===== config.mk =====
export PLATFORM = sky130hd
export DESIGN_NAME = systolic_matmul
export DESIGN_NICKNAME = d
export VERILOG_FILES = /design/src/rtl/systolic_matmul.sv
export SDC_FILE = /design/constraint.sdc
export NUM_CORES = 1
export LEC_CHECK = 0
export ABC_AREA = 1
export CORE_MARGIN = 5
export CORE_UTILIZATION = 30
export CTS_BUF_LIST = sky130_fd_sc_hd__clkbuf_8
export DETAILED_ROUTE_END_ITERATION = 8
export GPL_TIMING_DRIVEN = 0
export PLACE_DENSITY = 0.57
export SLEW_MARGIN = 20
export SYNTH_ARGS = -nofsm -noshare
export SYNTH_HDL_FRONTEND = slang
export SYNTH_SLANG_ARGS = --single-unit

===== constraint.sdc =====
create_clock -name clk -period 12.34 [get_ports clk]
set_clock_uncertainty 0.1 [all_clocks]
set_input_delay 3.085 -clock clk [delete_from_list [all_inputs] [get_ports clk]]
set_output_delay 3.085 -clock clk [all_outputs]
set_load 0.02 [all_outputs]

===== src/rtl/systolic_matmul.sv =====
// systolic_matmul: output-stationary A_ROWS x B_COLS systolic array
// that streams K_DIM beats of A columns / B rows and returns C = A*B.
module systolic_matmul #(
  parameter int DATA_WIDTH = 8,
  parameter int A_ROWS     = 2,
  parameter int B_COLS     = 2,
  parameter int K_DIM      = 4,
  parameter int ACC_WIDTH  = 2*DATA_WIDTH+4,
  parameter int SIGNED     = 0
) (
  input  logic                  clk,
  input  logic                  reset,
  input  logic                  start,
  input  logic                  in_valid,
  output logic                  in_ready,
  input  logic [DATA_WIDTH-1:0] a [A_ROWS],
  input  logic [DATA_WIDTH-1:0] b [B_COLS],
  output logic                  busy,
  output logic                  done,
  output logic [ACC_WIDTH-1:0]  c [A_ROWS][B_COLS]
);

  localparam int DRAIN_LEN = A_ROWS + B_COLS - 2;
  localparam int KW  = (K_DIM > 1) ? $clog2(K_DIM) : 1;
  localparam int DCW = $clog2(DRAIN_LEN + 1) + 1;
  localparam int PW  = 2 * DATA_WIDTH;

  typedef enum logic [1:0] {IDLE, LOAD, DRAIN, DONE} state_t;

  state_t          state;
  logic [KW-1:0]   k_cnt;
  logic [DCW-1:0]  d_cnt;
  logic            take;
  logic            clr;
  logic            run;

  logic [DATA_WIDTH-1:0] a_inj  [A_ROWS];
  logic [DATA_WIDTH-1:0] b_inj  [B_COLS];
  logic [DATA_WIDTH-1:0] a_row  [A_ROWS];
  logic [DATA_WIDTH-1:0] b_col  [B_COLS];
  logic [DATA_WIDTH-1:0] a_skew [A_ROWS][A_ROWS];
  logic [DATA_WIDTH-1:0] b_skew [B_COLS][B_COLS];
  logic [DATA_WIDTH-1:0] a_pipe [A_ROWS][B_COLS];
  logic [DATA_WIDTH-1:0] b_pipe [A_ROWS][B_COLS];
  logic [DATA_WIDTH-1:0] a_in   [A_ROWS][B_COLS];
  logic [DATA_WIDTH-1:0] b_in   [A_ROWS][B_COLS];

  assign take = in_valid && in_ready;
  assign clr  = start && (state == IDLE || state == DONE);
  assign run  = (state == LOAD) || (state == DRAIN);

  // Full-width product, sign- or zero-extended to the accumulator
  function automatic logic [ACC_WIDTH-1:0] mul(
    input logic [DATA_WIDTH-1:0] x,
    input logic [DATA_WIDTH-1:0] y
  );
    logic signed [PW-1:0] sp;
    logic        [PW-1:0] up;
    sp = $signed({{DATA_WIDTH{x[DATA_WIDTH-1]}}, x})
       * $signed({{DATA_WIDTH{y[DATA_WIDTH-1]}}, y});
    up = {{DATA_WIDTH{1'b0}}, x} * {{DATA_WIDTH{1'b0}}, y};
    if (SIGNED != 0) mul = ACC_WIDTH'(sp);
    else             mul = ACC_WIDTH'(up);
  endfunction

  // Stalled cycles feed zeros so they never disturb C; rows and
  // columns then see their skewed operand and the neighbour's copy.
  for (genvar i = 0; i < A_ROWS; i++) begin : g_arow
    assign a_inj[i] = take ? a[i] : '0;
    if (i == 0) begin : g_nd
      assign a_row[i] = a_inj[i];
    end else begin : g_d
      assign a_row[i] = a_skew[i][i-1];
    end
    for (genvar j = 0; j < B_COLS; j++) begin : g_ain
      if (j == 0) begin : g_e
        assign a_in[i][j] = a_row[i];
      end else begin : g_p
        assign a_in[i][j] = a_pipe[i][j-1];
      end
    end
  end

  for (genvar j = 0; j < B_COLS; j++) begin : g_bcol
    assign b_inj[j] = take ? b[j] : '0;
    if (j == 0) begin : g_nd
      assign b_col[j] = b_inj[j];
    end else begin : g_d
      assign b_col[j] = b_skew[j][j-1];
    end
    for (genvar i = 0; i < A_ROWS; i++) begin : g_bin
      if (i == 0) begin : g_e
        assign b_in[i][j] = b_col[j];
      end else begin : g_p
        assign b_in[i][j] = b_pipe[i-1][j];
      end
    end
  end

  // Control: job sequencing, beat and drain counting, registered flags
  always_ff @(posedge clk or posedge reset) begin
    if (reset) begin
      state    <= IDLE;
      k_cnt    <= '0;
      d_cnt    <= '0;
      in_ready <= 1'b0;
      busy     <= 1'b0;
      done     <= 1'b0;
    end else begin
      unique case (state)
        IDLE, DONE: begin
          done <= 1'b0;
          if (start) begin
            state    <= LOAD;
            k_cnt    <= '0;
            d_cnt    <= '0;
            in_ready <= 1'b1;
            busy     <= 1'b1;
          end else if (state == DONE) begin
            state <= IDLE;
          end
        end
        LOAD: begin
          if (take) begin
            if (k_cnt == KW'(K_DIM - 1)) begin
              in_ready <= 1'b0;
              if (DRAIN_LEN == 0) begin
                state <= DONE;
                busy  <= 1'b0;
                done  <= 1'b1;
              end else begin
                state <= DRAIN;
                d_cnt <= '0;
              end
            end else begin
              k_cnt <= k_cnt + KW'(1);
            end
          end
        end
        DRAIN: begin
          if (d_cnt == DCW'(DRAIN_LEN - 1)) begin
            state <= DONE;
            busy  <= 1'b0;
            done  <= 1'b1;
          end else begin
            d_cnt <= d_cnt + DCW'(1);
          end
        end
        default: state <= IDLE;
      endcase
    end
  end

  // Datapath: skew lines, PE operand hand-off and accumulation
  always_ff @(posedge clk or posedge reset) begin
    if (reset) begin
      for (int i = 0; i < A_ROWS; i++) begin
        for (int d = 0; d < A_ROWS; d++) a_skew[i][d] <= '0;
        for (int j = 0; j < B_COLS; j++) begin
          a_pipe[i][j] <= '0;
          b_pipe[i][j] <= '0;
          c[i][j]      <= '0;
        end
      end
      for (int j = 0; j < B_COLS; j++)
        for (int d = 0; d < B_COLS; d++) b_skew[j][d] <= '0;
    end else if (clr) begin
      for (int i = 0; i < A_ROWS; i++) begin
        for (int d = 0; d < A_ROWS; d++) a_skew[i][d] <= '0;
        for (int j = 0; j < B_COLS; j++) begin
          a_pipe[i][j] <= '0;
          b_pipe[i][j] <= '0;
          c[i][j]      <= '0;
        end
      end
      for (int j = 0; j < B_COLS; j++)
        for (int d = 0; d < B_COLS; d++) b_skew[j][d] <= '0;
    end else if (run) begin
      for (int i = 0; i < A_ROWS; i++) begin
        a_skew[i][0] <= a_inj[i];
        for (int d = 1; d < A_ROWS; d++) a_skew[i][d] <= a_skew[i][d-1];
      end
      for (int j = 0; j < B_COLS; j++) begin
        b_skew[j][0] <= b_inj[j];
        for (int d = 1; d < B_COLS; d++) b_skew[j][d] <= b_skew[j][d-1];
      end
      for (int i = 0; i < A_ROWS; i++) begin
        for (int j = 0; j < B_COLS; j++) begin
          a_pipe[i][j] <= a_in[i][j];
          b_pipe[i][j] <= b_in[i][j];
          c[i][j]      <= c[i][j] + mul(a_in[i][j], b_in[i][j]);
        end
      end
    end
  end

endmodule


======== Word-level counts from Yosys, hierarchy flattened ========
Index checks and enable logic that the tools add are counted.
word-level totals
  bits in registers ....................... 154
  bits in latches ......................... 0
  bits in writable memories ............... 0
  bits in read-only memories .............. 0
  bits of input ports ..................... 36
  output and inout bits ................... 83
  word-level logic and storage cells ...... 100
  memories ................................ 0
cells by class
  $add $sub $neg .......................... 6
  $mul .................................... 4
  div/mod/pow operators ................... 0
  $lt $le $gt $ge ......................... 0
  equality and inequality tests ........... 12
  shift operators ......................... 0
  multiplexer cells ....................... 45
  bitwise operators ....................... 0
  reductions and logical operators ........ 15
operators by type and width
  kind                                                   count
  2-to-1 mux 32 bit                                      8
  2-to-1 mux 20 bit                                      8
  2-to-1 mux 80 bit                                      2
  adder 20 bit                                           4
  multiplier 8 x 8 -> 16 bit                             4
  2-to-1 mux 8 bit                                       4
  2-to-1 mux 2 bit                                       8
  AND reduction 4 bit                                    4
  2-to-1 mux 3 bit                                       4
  case mux 3 bit (3 select lines)                        1
  inequality test 2 bit, second input constant           4
  == test 2 bit, second input constant                   3
  case mux 1 bit (2 select lines)                        3
  case mux 2 bit (3 select lines)                        1
  nonzero test 2 bit                                     3
  2-to-1 mux 1 bit                                       5
  inequality test 2 x 1 -> 1 bit, second input constant  2
  case mux 2 bit (2 select lines)                        1
  adder 3 x 1 -> 3 bit, second input constant            1
  == test 3 x 1 -> 1 bit, second input constant          1
  inequality test 3 bit, second input constant           1
  AND reduction 3 bit                                    1
  adder 2 x 1 -> 2 bit, second input constant            1
  == test 2 x 1 -> 1 bit, second input constant          1
  5 further kinds                                        7

======== Logic depth before layout (Yosys ltp) ========
Gate-level depths: netlist (run 1).
  depth in word-level cells ............... 8
  gate-level depth with buffers ........... 32
  depth with buffers taken out ............ 31

======== Worst setup path after synthesis (run 1) ========
OpenSTA, ideal clock, no wires.
  kind .................................... input to register
  from .................................... in in_valid
  to ...................................... reg c[78] in the netlist's numbering
  setup time .............................. 0.116 ns
  data arrival time ....................... 7.645 ns
  required time ........................... 12.124 ns
  slack ................................... 4.478 ns
  stages on the path ...................... 29
  cells stage by stage .................... nand2_1 clkinv_1 clkbuf_1 nand3_1 fa_1 fa_1 inv_1 fa_1 inv_1 fa_1 inv_1 ha_1 inv_1 nor3_1 nand2_1 a21oi_1 nor2_1 nand2_1 nand2_1 ha_1 nand2_1 inv_1 nand2_1 nor2_1 nand4_1 nand3_1 nand2_1 nand2_1 nand2_1
between the ends
  cells in the longest elaborated chain, start to end .. 8
  elaborated cells on any way between the ends .. 9
RTL lines
  element                                     line    RTL
  start, declared                             14      input logic in_valid,
  logical AND 1 bit (*)                       48      assign take = in_valid && in_ready;
  2-to-1 mux 8 bit, on equally long branches  69, 85
  multiplier 8 x 8 -> 16 bit (*)              61      up = {{DATA_WIDTH{1'b0}}, x} * {{DATA_WIDTH{1'b0}}, y};
  2-to-1 mux 20 bit (*)                       178     end else if (run) begin
  2-to-1 mux 20 bit (*)                       167     end else if (clr) begin
  adder 20 bit (*)                            191     c[i][j] <= c[i][j] + mul(a_in[i][j], b_in[i][j]);
  2-to-1 mux 80 bit (*)                       178
  2-to-1 mux 80 bit (*)                       167
  end signal, assigned by index               191
  end, declared                               20      output logic [ACC_WIDTH-1:0] c [A_ROWS][B_COLS]
Mark *: on every way between the ends. The rest lies on a longest branch, timed or not. The select of a mux whose other input is x is not followed.
A chain may end at the register's enable or synchronous reset.

======== Worst setup path after layout (run 1) ========
Same ends and word-level chain as after synthesis.

==> results of run 1 <==
[per-stage QoR]
stage / util / hold WS (ns) / area (sq um) / total power, W
6_report: 0.345 / 0.412 / 21700 / 0.00315
5_1_grt: 0.345 / 0.440 / 21700 / 0.00343
4_1_cts: 0.345 / 0.398 / 21700 / 0.00319
3_5_place_dp: 0.339 / 0.380 / 21300 / 0.00276
3_3_place_gp: 0.338 / 0.380 / 21300 / 0.00276
2_1_floorplan: - / 0.355 / 19000 / 0.00196
[cells by family after synthesis]
| logic type | Yosys count |
|---|---|
| buf+inv | 760 |
| simple gates | 1288 |
| flops | 138 |
| xor+xnor | 59 |
| compound gates | 218 |
| fa+ha+maj | 363 |
[path summary, 6_finish.rpt]
| kind | start | end | slack [ns] | depth (start not counted) |
|---|---|---|---|---|
| max in group asynchronous | reset | c[32]$_DFFE_PP0P_ | 8.48 | 3 |
| min in group asynchronous | reset | c[13]$_DFFE_PP0P_ | 2.84 | 2 |
| worst min-delay path | k_cnt[0]$_DFFE_PP0P_ | k_cnt[0]$_DFFE_PP0P_ | 0.41 | 1 |
| worst max register to register | in_ready$_DFFE_PP0P_ | c[78]$_DFFE_PP0P_ | 5.99 | 29 |
| worst max-delay path | in_valid | c[78]$_DFFE_PP0P_ | 3.46 | 30 |
| worst min register to register | k_cnt[0]$_DFFE_PP0P_ | k_cnt[0]$_DFFE_PP0P_ | 0.41 | 1 |
[worst max-delay path, delay by kind of cell]
family | cells | cell delay [ns]
AO/OA/AOI/OAI | 1 | 0.20
adder cells (fa/ha/maj) | 6 | 2.76
buffers and inverters | 8 | 1.57
AND/OR/NAND/NOR | 15 | 1.62
[sequential cells by signal, indices dropped and copies added (netlist names)]
signal,count
c,80
a_in,17
b_col,8
b_in,8
b_skew,8
a_skew,7
d_cnt,3
k_cnt,2
state,2
busy,1
done,1
in_ready,1
[layer usage]
| metal | track usage | up-vias | wire length [um] |
|---|---|---|---|
| met3 | 0.0263 | 52 | 2180 |
| met2 | 0.283 | 298 | 26400 |
| met1 | 0.229 | 7919 | 27000 |
| li1 | - | 8743 | - |
| met5 | 0 | - | 0 |
| met4 | 0.0396 | 0 | 963 |
[cell usage after synthesis, types with 16 or more instances]
cell,instances
inv_2,23
xnor2_1,34
nand2_2,19
nand3_2,16
dfrtp_1,138
xor2_1,25
nand3_1,134
nor3_1,17
clkbuf_1,58
a21oi_1,81
fa_1,148
o21ai_1,18
ha_1,215
nor2_1,174
o21ai_0,91
nand2_1,880
inv_1,656
[where the power goes]
| group | leakage [nW] | switching (W) | internal (W) |
|---|---|---|---|
| sequential | 1.88 | 0.0000962 | 0.000584 |
| clock | 0.192 | 0.000241 | 0.000169 |
| combinational | 11.0 | 0.00143 | 0.000638 |
| total | 13.1 | 0.00176 | 0.00139 |
[area by class of cell]
cell class                 instances  area share
tap                              846      0.0488
buffer                            80      0.0160
timing repair buffer             119      0.0557
inverter                         680       0.118
clock buffer                      18      0.0114
multi-input combinational       1928       0.584
sequential                       138       0.159
antenna                            1    0.000115
clock inverter                    14     0.00646
[cell usage in the layout, fill, tap and decap left out, types with 2 or more instances in the layout]
cell type          n
ha_1             215
o211ai_1           2
clkbuf_2           2
inv_2             23
xor2_1            25
o31ai_1            2
o21bai_1           3
a22o_1             5
nand3b_1          12
o21a_1             5
a21o_1             3
buf_4              7
clkinvlp_4         3
nand4_1           15
clkinv_4           3
dfrtp_1          138
inv_8              3
clkbuf_8          18
nor2_2            10
nand2_1          880
inv_1            656
fa_1             148
a21oi_1           81
nor3_1            17
o22ai_1            7
buf_2             15
nor2_4             6
and2_2             2
clkbuf_1          56
clkdlybuf4s50_1  118
nand2_2           19
xnor2_1           34
o21ai_1           18
nand3_1          134
o21ai_0           91
inv_6              4
nor2_1           174
nand3_2           16
==> flow_summary.ini, run 1 <==
[worst_setup_path]
critPathMaxFanout = 10
cp.arrival_ns = 9.24
setup.worst_path.start_class = input port
required_ns = 12.69
end_kind = flip-flop
cpPeakStageDelay_ns = 0.57
cp_common_cell = nand2_1
criticalPathCategory = input port to flip-flop
slowest_stage = clkbuf_1

[place]
gp_congestion = 0.901
io_buffers = 118
place_ws_ns = 2.97
dp_hpwl_um = 46300
place_inst = 3791

[drt]
routed-via-count = 17000
routed_wirelength_um = 56500
dr.pass1.iters = 5
wl_per_cell_um = 14.8
avgViaCountPerCell = 4.45
drc = 0
ant_nets = 0
dr.first_iter.drc_count = 993

[die]
die_h_um = 262
pin_count = 119
die_w_um = 262
die-area_sq_mm = 0.0686
num_rows = 92
initial_utilization = 0.302
core_area_sq_mm = 0.0630

[yosys]
synth_cell_types = 37
async_flop_share = 1.00
muxShareOfSynthArea = 0
ys_warn_count = 0
synth_flop_cell = dfrtp_1
synth_xor_xnor_area_share = 0.0271
synth_edf_count = 0
synth-compound-area-share = 0.0610
synth_top_family_by_area = adder cells
synthAdderAreaFrac = 0.297
synth_area_sq_mm = 0.0190
syn_inst = 2826
synth_area_leaders = dfrtp_1 (18%), nand2_1 (17%), fa_1 (16%)
synth_simple_gate_area_frac = 0.281
postSynthAreaPerCell_sq_um = 6.74
ys_seq_area_frac = 0.181
synth_top_area_cell = dfrtp_1
synth_seq_cells = 138
yosysTopAreaCellShare = 0.181
synth_nets = 3225

[min_path]
hold_class = flip-flop to flip-flop

[clock_tree]
cts_num_sinks = 138
cts_setup_buffers = 0
insertion_delay_ns = 0.56
cts_max_level = 4
holdBufCountCts = 0
tritoncts = built
cts_resized = 0
numCtsBuffers = 17
clk_pin_slew_ns = 0.10
cts_max_path_buffers = 2
cts-root-buf = clkbuf_8

[power_and_ir_drop]
power_density_mw_per_mm2 = 145
ir_drop_v = 0.000159
leakagePower_nw = 13.1

[timing]
rsz0062_at_grt = no
period_needed_ns = 8.88
relSlewSlack = 0.391
max_freq_ghz = 0.113
final-hold-violation-count = 0
finalSetupViolCount = 0
worst_pin_slew_ns = 0.914
finalMaxSlewViolations = 0
setup_slack_ns = 3.46
finalCritPeriodShare = 0.720
fin_setup_tns_ns = 0

[cells_and_area]
area_delta_synth_final_pct = 14.0
instances_no_fill = 3824
regArea_sq_mm = 0.00345
n_fill_cell = 6893
drive_above_1_share = 0.0453
layout.nets = 3363
multi_input_area_sq_mm = 0.0127

[global_routing]
grtUsageTotal = 0.168
antenna_found_initial = 1
grt_overflow = 0
grt_pass1_wl_um = 90900
grt_max_degree = 77
grt_pass1_vias = 16900

[job]
cap_violations = 0

[status]
outcome = completed
(Power assumes the default switching activity.)
==> run 2, diff against run 1 <==
Settings changed: PLACE_DENSITY 0.57 to 0.59.
Clock period 12.34 ns to 7.3 ns, I/O delays scaled along.
==> flow_summary.ini, run 2 (same netlist as run 1, synthesis figures left out) <==
[worst_setup_path]
worstSetupStartpoint = in_valid
end_kind = flip-flop
rr_startpoint = in_ready$_DFFE_PP0P_
cpPeakStageDelay_ns = 0.50
cp_common_cell = nand2_1
critPathMaxFanout = 10
cp.arrival_ns = 7.25
regToRegSetupSlack_ns = 1.66
setup.worst_path.start_class = input port
criticalPathCategory = input port to flip-flop
required_ns = 7.64
slowest_stage = fa_1

[timing]
worst_pin_slew_ns = 1.10
max_freq_ghz = 0.145
period_needed_ns = 6.92
final-hold-violation-count = 0
relSlewSlack = 0.268
setup_slack_ns = 0.384
finalCritPeriodShare = 0.947
finalMaxSlewViolations = 0
finalSetupViolCount = 0

[die]
die_w_um = 262
die_h_um = 262
initial_utilization = 0.302
die-area_sq_mm = 0.0686
core_area_sq_mm = 0.0630
pin_count = 119
num_rows = 92

[drt]
drc = 0
m1WireLength_um = 26200
routed-via-count = 17100
ant_nets = 0
wl_per_cell_um = 14.8
dr.pass1.iters = 5
avgViaCountPerCell = 4.47
dr.first_iter.drc_count = 947
routed-wl-met2_um = 26300
route.met3.wl_um = 2780
routed.top_layer = met4
routed_wirelength_um = 56600

[min_path]
hold_start = k_cnt[0]$_DFFE_PP0P_
hold_class = flip-flop to flip-flop

[cells_and_area]
area_delta_synth_final_pct = 14.7
design_area_sq_mm = 0.0218
layout.nets = 3366
largest_register_ffs = 80
top_register = c
drive_above_1_share = 0.0523
mostFrequentLayoutCells = nand2_1 (877), inv_1 (653), ha_1 (212)
layout_commonest_cell = nand2_1

[clock_tree]
tritoncts = built
clk_pin_slew_ns = 0.09
cts-root-buf = clkbuf_8
numCtsBuffers = 17
cts_num_sinks = 138
insertion_delay_ns = 0.55
cts_max_level = 4
cts_max_path_buffers = 2

[place]
gp_congestion = 0.864
io_buffers = 118
dp_hpwl_um = 46200
place_ws_ns = -0.907
placed_cell_area_sq_mm = 0.0213

[status]
outcome = completed

[power_and_ir_drop]
finalPower_w = 0.00539
ir_drop_v = 0.000285
power_density_mw_per_mm2 = 247
leakagePower_nw = 13.1

[global_routing]
grt_pass1_vias = 16900
grtUsageTotal = 0.169
grt_max_degree = 76
grt_pass1_wl_um = 90800
grt_overflow = 0
antenna_found_initial = 1

[job]
cap_violations = 0
run 2: worst paths after layout:
| check | endpoint | cells past startpoint |
|---|---|---|
| hold reg to reg | k_cnt[0]$_DFFE_PP0P_ | 1 |
| setup reg to reg | c[78]$_DFFE_PP0P_ | 29 |
| setup / recovery | c[79]$_DFFE_PP0P_ | 30 |
| hold / removal | k_cnt[0]$_DFFE_PP0P_ | 1 |
| max in group asynchronous | b_skew[25]$_DFFE_PP0P_ | 3 |
| min in group asynchronous | c[15]$_DFFE_PP0P_ | 2 |
run 2: worst max-delay path: cells and delay by family:
kind / cells / cell delay [ns]
compound gates: 2 / 0.29
simple gates: 16 / 1.55
fa+ha+maj: 6 / 2.53
buf+inv: 6 / 1.03
run 2: final cells by class:
class / count / area [sq um]
clock buffer: 18 / 248
fill: 6857 / 41100
inverter: 680 / 2560
buffer: 80 / 358
clock inverter: 14 / 160
antenna: 1 / 2.50
tap: 846 / 1060
sequential: 138 / 3450
timing repair buffer: 122 / 1230
multi-input combinational: 1928 / 12800
run 2: where the power goes:
part           internal, W  total [W]  switching (W)
registers         0.000987    0.00115       0.000163
logic              0.00110    0.00354        0.00244
clock network     0.000319   0.000704       0.000385
run 2: metal layers:
layer	track usage	vias up
met5	0	-
met4	0.0510	0
met3	0.0268	65
met2	0.281	373
met1	0.227	7954
li1	-	8731
run 2: what timing repair did:
item                       4_1_cts  5_1_grt
pin swaps                        0        1
setup endpoints to repair        9       10
buffers inserted                 0        3
resized for setup                2       24
hold buffers                     0        0
run 2: metrics by stage:
step | utilization | hold slack [ns] | cells | setup TNS, ns
final | 0.347 | 0.392 | 3827 | 0
after global routing | 0.347 | 0.431 | 3826 | -0.00507
after CTS | 0.345 | 0.396 | 3823 | 0
after detailed placement | 0.338 | 0.379 | 3791 | -7.90
after global placement | 0.338 | 0.377 | 3790 | -145.78
after floorplan | - | 0.355 | 2826 | 0
==> variant 1 (config.mk and constraints of run 2) <==
Change the parameter `SIGNED` from 0 to 1.
--- a/src/rtl/systolic_matmul.sv
+++ b/src/rtl/systolic_matmul.sv
@@ -6,7 +6,7 @@
   parameter int B_COLS     = 2,
   parameter int K_DIM      = 4,
   parameter int ACC_WIDTH  = 2*DATA_WIDTH+4,
-  parameter int SIGNED     = 0
+  parameter int SIGNED     = 1
 ) (
   input  logic                  clk,
   input  logic                  reset,
Formal check against the unedited RTL: not equivalent (Yosys sat finds a counterexample within 4 cycles, from zero or initial values and one cycle with reset high).
==> variant 1 against run 2 <==
- sequential cell count stayed put
- first-iteration DRC count is 16% higher
- register-to-register slack worse by 460 ps
- critical path type unchanged
- setup slack worse by 110 ps
- critical endpoint is now c[78]
- design area is 5.2% higher
- utilization is 0.19 points higher
- area after synthesis is 4.7% higher
- routed wire length is 2.1% higher
- largest cell class unchanged
Power is not compared: it rests on default switching activity, and its combinational part moved more than twofold at a synthesized area within 25%.
==> variant 1: results (changes against run 2) <==
Outcome
  • Status: finished clean (unchanged)

Placement
  • Pre-CTS setup slack: -1236 ps (was -907.3 ps)
  • RD Place Congestion: 0.9146 (was 0.8644)
  • Inst Count DP: 3697 (was 3791)
  • Total placed instance area: 0.02222 mm2 (was 0.02131 mm2)
  • Final HPWL DP: 47040 um (was 46160 um)

Drt
  • Detail Route Antenna Nets: 0 (unchanged)
  • Detailed Route Iter0 Violations: 1097 (was 947)
  • Routed length per instance: 15.47 um (was 14.80 um)
  • Vias after detailed routing: 17244 (was 17123)
  • Total Wirelength: 57830 um (was 56630 um)

Worst hold path
  • Worst min-delay path class: reg2reg (unchanged)
  • HP Start: done (was k_cnt[0])
  • Hold EP: done (was k_cnt[0])
  • Hold path cells: 2 (was 1)

Power
  • P_leak: 12.62 nW
  • IR Drop Worst-Case VDD: 347.7 uV

Global route
  • Initial antenna violation count: 6 (was 1)
  • Largest net degree at the start of global routing: 82 (was 76)
  • First-pass GRT wire length: 92430 um (was 90820 um)
  • GR Util All Layers: 16.41% (was 16.87%)

Synthesis
  • Post-synth ARST share: 100.0% (unchanged)
  • Mapped Avg Cell Area: 7.341 um2 (was 6.736 um2)
  • Yosys cell types: 48 (was 37)
  • Top cells by area, synth: fa_1 (23%), dfrtp_1 (17%), ha_1 (12%) (was dfrtp_1 (18%), nand2_1 (17%), fa_1 (16%))
  • Cell with the most instances after synthesis: nand2_1 (unchanged)
  • Fraction of the yosys area taken by sequential cells: 17.33% (was 18.14%)
  • Post-Synth XOR/XNOR Area: 3.297% (was 2.715%)
  • Post-Syn Nets: 3173 (was 3225)
  • Post-synth top cells: nand2_1 (641), inv_1 (612), fa_1 (225) (was nand2_1 (880), inv_1 (656), ha_1 (215))
  • Adder-Cell Fraction of Synth Area: 35.04% (was 29.70%)
  • Synth Area in Compound Gates: 9.979% (was 6.100%)

Critical path
  • Critical Path AT: 7370 ps (was 7250 ps)
  • Worst Setup SP: b[11] (was in_valid)
  • Crit-path max FO: 7 (was 10)
  • Reg-to-reg critical path endpoint: c[58] (was c[78])
  • Reg2reg start: b_col[2] (was in_ready)
  • CP max stage cell: clkdlybuf4s50_1 (was fa_1)
  • Reg2reg setup slack: 1200 ps (was 1660 ps)
  • Cell family with most CP delay: adder cells (unchanged)
  • Worst path max stage delay: 630 ps (was 500 ps)

Clocking
  • Clk slew on worst S/H paths: 90 ps (about the same)
  • Root Buffer: clkbuf_8 (unchanged)
  • Clock Latency Late Sink: 550 ps (about the same)

Timing
  • Final Hold Fails: 0 (unchanged)
  • Worst Tran Pin Value: 1114 ps (was 1098 ps)
  • Final hold slack: 419.5 ps (was 392.4 ps)

Cells and area
  • Fraction of final layout cells sized beyond drive strength 1: 5.051% (was 5.235%)
  • Most flops, register: c (unchanged)
  • Total Nets Final: 3318 (was 3366)
==> variant 1: worst min-delay path, stage by stage (launching register included) <==
cell     delay [ps]
dfrtp_1         370
nand2_1          60
nand2_1          60
==> variant 1: power breakdown <==
part / internal, mW / total (mW) / switching (mW)
Combinational: 2.59 / 7.38 / 4.80
Sequential: 1.08 / 1.31 / 0.232
Clock: 0.357 / 0.736 / 0.379
==> variant 1: how the worst max path moves through the flow <==
stage,to,cells past startpoint,slack [ps]
4_1_cts,c[79],32,40
5_1_grt,c[78],28,-40
6_report,c[78],27,280
3_5_place_dp,c[79],32,-1240
2_1_floorplan,c[77],29,280
3_3_place_gp,c[79],30,-1230
==> variant 1: kinds of logic (layout without fill, tap and decap cells) <==
| group | count (synthesis) | in the layout |
|---|---|---|
| AND/OR/NAND/NOR | 1010 | 1010 |
| buffers and inverters | 711 | 868 |
| adder cells (fa/ha/maj) | 423 | 423 |
| AO/OA/AOI/OAI | 357 | 357 |
| flip-flops | 138 | 138 |
| XOR/XNOR | 75 | 75 |
| other | 0 | 4 |
==> variant 1: repair_timing <==
action / in CTS / in global routing
buffers inserted: 2 / 4
setup endpoints to repair: 10 / 8
pin swaps: 7 / 14
gates resized for setup: 26 / 41
==> variant 1: routing by layer <==
layer | global-route usage, % | part of all wire [%] | vias to the layer above
met5 | 0 | 0.022 | -
met4 | 4.173 | 2.0 | 2
met3 | 2.719 | 4.6 | 58
met2 | 26.82 | 46 | 321
met1 | 22.80 | 47 | 8240
li1 | - | - | 8623
==> variant 1: area by class of cell <==
type / count / area, um2
diodes: 4 / 10.01
well taps: 864 / 1081
inverters: 635 / 2399
fillers: 7045 / 42890
plain buffers: 76 / 326.6
repair buffers: 126 / 1271
flip-flops and latches: 138 / 3453
clock inverters: 12 / 163.9
clock buffers: 19 / 261.5
multi-input cells: 1865 / 14000
==> variant 2 (config.mk and constraints of run 2) <==
Made on the original files. Reset style: synchronous (`reset`), changed in 2 clocked blocks.
--- a/src/rtl/systolic_matmul.sv
+++ b/src/rtl/systolic_matmul.sv
@@ -98,7 +98,7 @@
   end
 
   // Control: job sequencing, beat and drain counting, registered flags
-  always_ff @(posedge clk or posedge reset) begin
+  always_ff @(posedge clk) begin
     if (reset) begin
       state    <= IDLE;
       k_cnt    <= '0;
@@ -152,7 +152,7 @@
   end
 
   // Datapath: skew lines, PE operand hand-off and accumulation
-  always_ff @(posedge clk or posedge reset) begin
+  always_ff @(posedge clk) begin
     if (reset) begin
       for (int i = 0; i < A_ROWS; i++) begin
         for (int d = 0; d < A_ROWS; d++) a_skew[i][d] <= '0;
Check against the original RTL: not equivalent (a bounded check fails within 4 cycles, from zero or initial values and one cycle with reset high; the reset may be asserted at any time).
==> variant 2 against run 2 <==
- first-iteration DRC count is 9.4% lower
- routed wire length down 8.4%
- utilization decreased by 0.28 points
- register-to-register slack worse by 140 ps
- design area is 5.3% lower
- synthesized cell count decreased by 5.2%
- total power rose by 22%
- largest cell class unchanged
- count of clock-buffer cells in the layout decreased by 1
- area after synthesis decreased by 4.8%
- critical path type unchanged
- setup slack lost 94 ps
- sequential cell count stayed put
==> variant 2: results (changes against run 2) <==
Clocking
  • CTS resizes: 4 (was 2)
  • Clock Latency Late Sink: 510 ps (was 550 ps)

Drt
  • Met3 routed WL: 2678 um (was 2777 um)
  • Detailed Route Iter0 Violations: 858 (was 947)
  • Vias after detailed routing: 16413 (was 17123)
  • Wire length on met2: 24340 um (was 26260 um)
  • Drt first pass iters: 6 (was 5)
  • Total Wirelength: 51850 um (was 56630 um)

Timing
  • Slew HR: 31.23% (was 26.79%)

Placement
  • Final HPWL DP: 43050 um (was 46160 um)
  • Total placed instance area: 0.02028 mm2 (was 0.02131 mm2)
  • Pre-CTS setup slack: -855.1 ps (was -907.3 ps)
  • RD Place Congestion: 0.8976 (was 0.8644)
  • I/O Buffers: 117 (was 118)

Critical path
  • Cell family with most CP delay: adder cells (unchanged)
  • Critical Path AT: 7310 ps (was 7250 ps)

Synthesis
  • Post-synth top cells: nand2_1 (657), inv_1 (611), nor2_1 (327) (was nand2_1 (880), inv_1 (656), ha_1 (215))
  • Mapped Avg Cell Area: 6.766 um2 (was 6.736 um2)
  • Post-Synth XOR/XNOR Area: 3.721% (was 2.715%)
  • Top cells by area, synth: fa_1 (16%), ha_1 (15%), nand2_1 (14%) (was dfrtp_1 (18%), nand2_1 (17%), fa_1 (16%))
  • Fraction of the yosys area taken by sequential cells: 17.89% (was 18.14%)
  • Ys flop type: dfxtp_1 (was dfrtp_1)
  • Post-Syn Nets: 3079 (was 3225)
  • Synth Area in Compound Gates: 7.234% (was 6.100%)
  • EDFF count, synth: 48 (was 0)
  • Yosys cell types: 35 (was 37)
  • Post-synth ARST share: 0% (was 100.0%)
  • Adder-Cell Fraction of Synth Area: 31.26% (was 29.70%)

Global route
  • First-pass GRT wire length: 83160 um (was 90820 um)
  • Initial antenna violation count: 0 (was 1)
  • Global routing usage on met2: 26.20% (was 28.11%)
  • GR Util All Layers: 15.70% (was 16.87%)
  • Largest net degree at the start of global routing: 33 (was 76)
  • Met3 usage in global routing: 2.999% (was 2.681%)
  • Met1 Usage GRT: 21.44% (was 22.68%)

Outcome
  • Status: finished clean (unchanged)

Cells and area
  • Total Nets Final: 3218 (was 3366)
  • Non-filler instance count after layout: 3613 (was 3827)

Power
  • P_leak: 11.93 nW (was 13.11 nW)
  • Net switching fraction of the power: 56.14% (was 55.38%)
  • IR Drop Worst-Case VDD: 185.0 uV (was 284.9 uV)
variant 2: path summary, 6_finish.rpt:
path                 to  cells after the start    startpoint  slack (ps)
setup reg to reg  c[19]                     26  b_pipe[0][4]        1520
setup / recovery  c[76]                     28      in_valid         290
hold reg to reg    busy                      2          busy         370
hold / removal     busy                      2          busy         370
variant 2: area by class of cell:
type	instances	area [um2]
Buffer	79	320.3
Clock buffer	17	234.0
Clock inverter	15	72.57
Fill cell	6681	39440
Inverter	617	2318
Multi-Input combinational cell	1845	12330
Sequential cell	138	3243
Tap cell	782	978.4
Timing Repair Buffer	120	1194
variant 2: power by group through the flow:
| stage | clock, mW | combinational [mW] | sequential [mW] |
|---|---|---|---|
| 2_1_floorplan | 0 | 3.13 | 1.34 |
| 3_3_place_gp | 0 | 4.76 | 1.26 |
| 3_5_place_dp | 0 | 4.78 | 1.26 |
| 4_1_cts | 0.580 | 4.81 | 1.25 |
| 5_1_grt | 0.604 | 5.41 | 1.27 |
| 6_report | 0.559 | 4.79 | 1.25 |
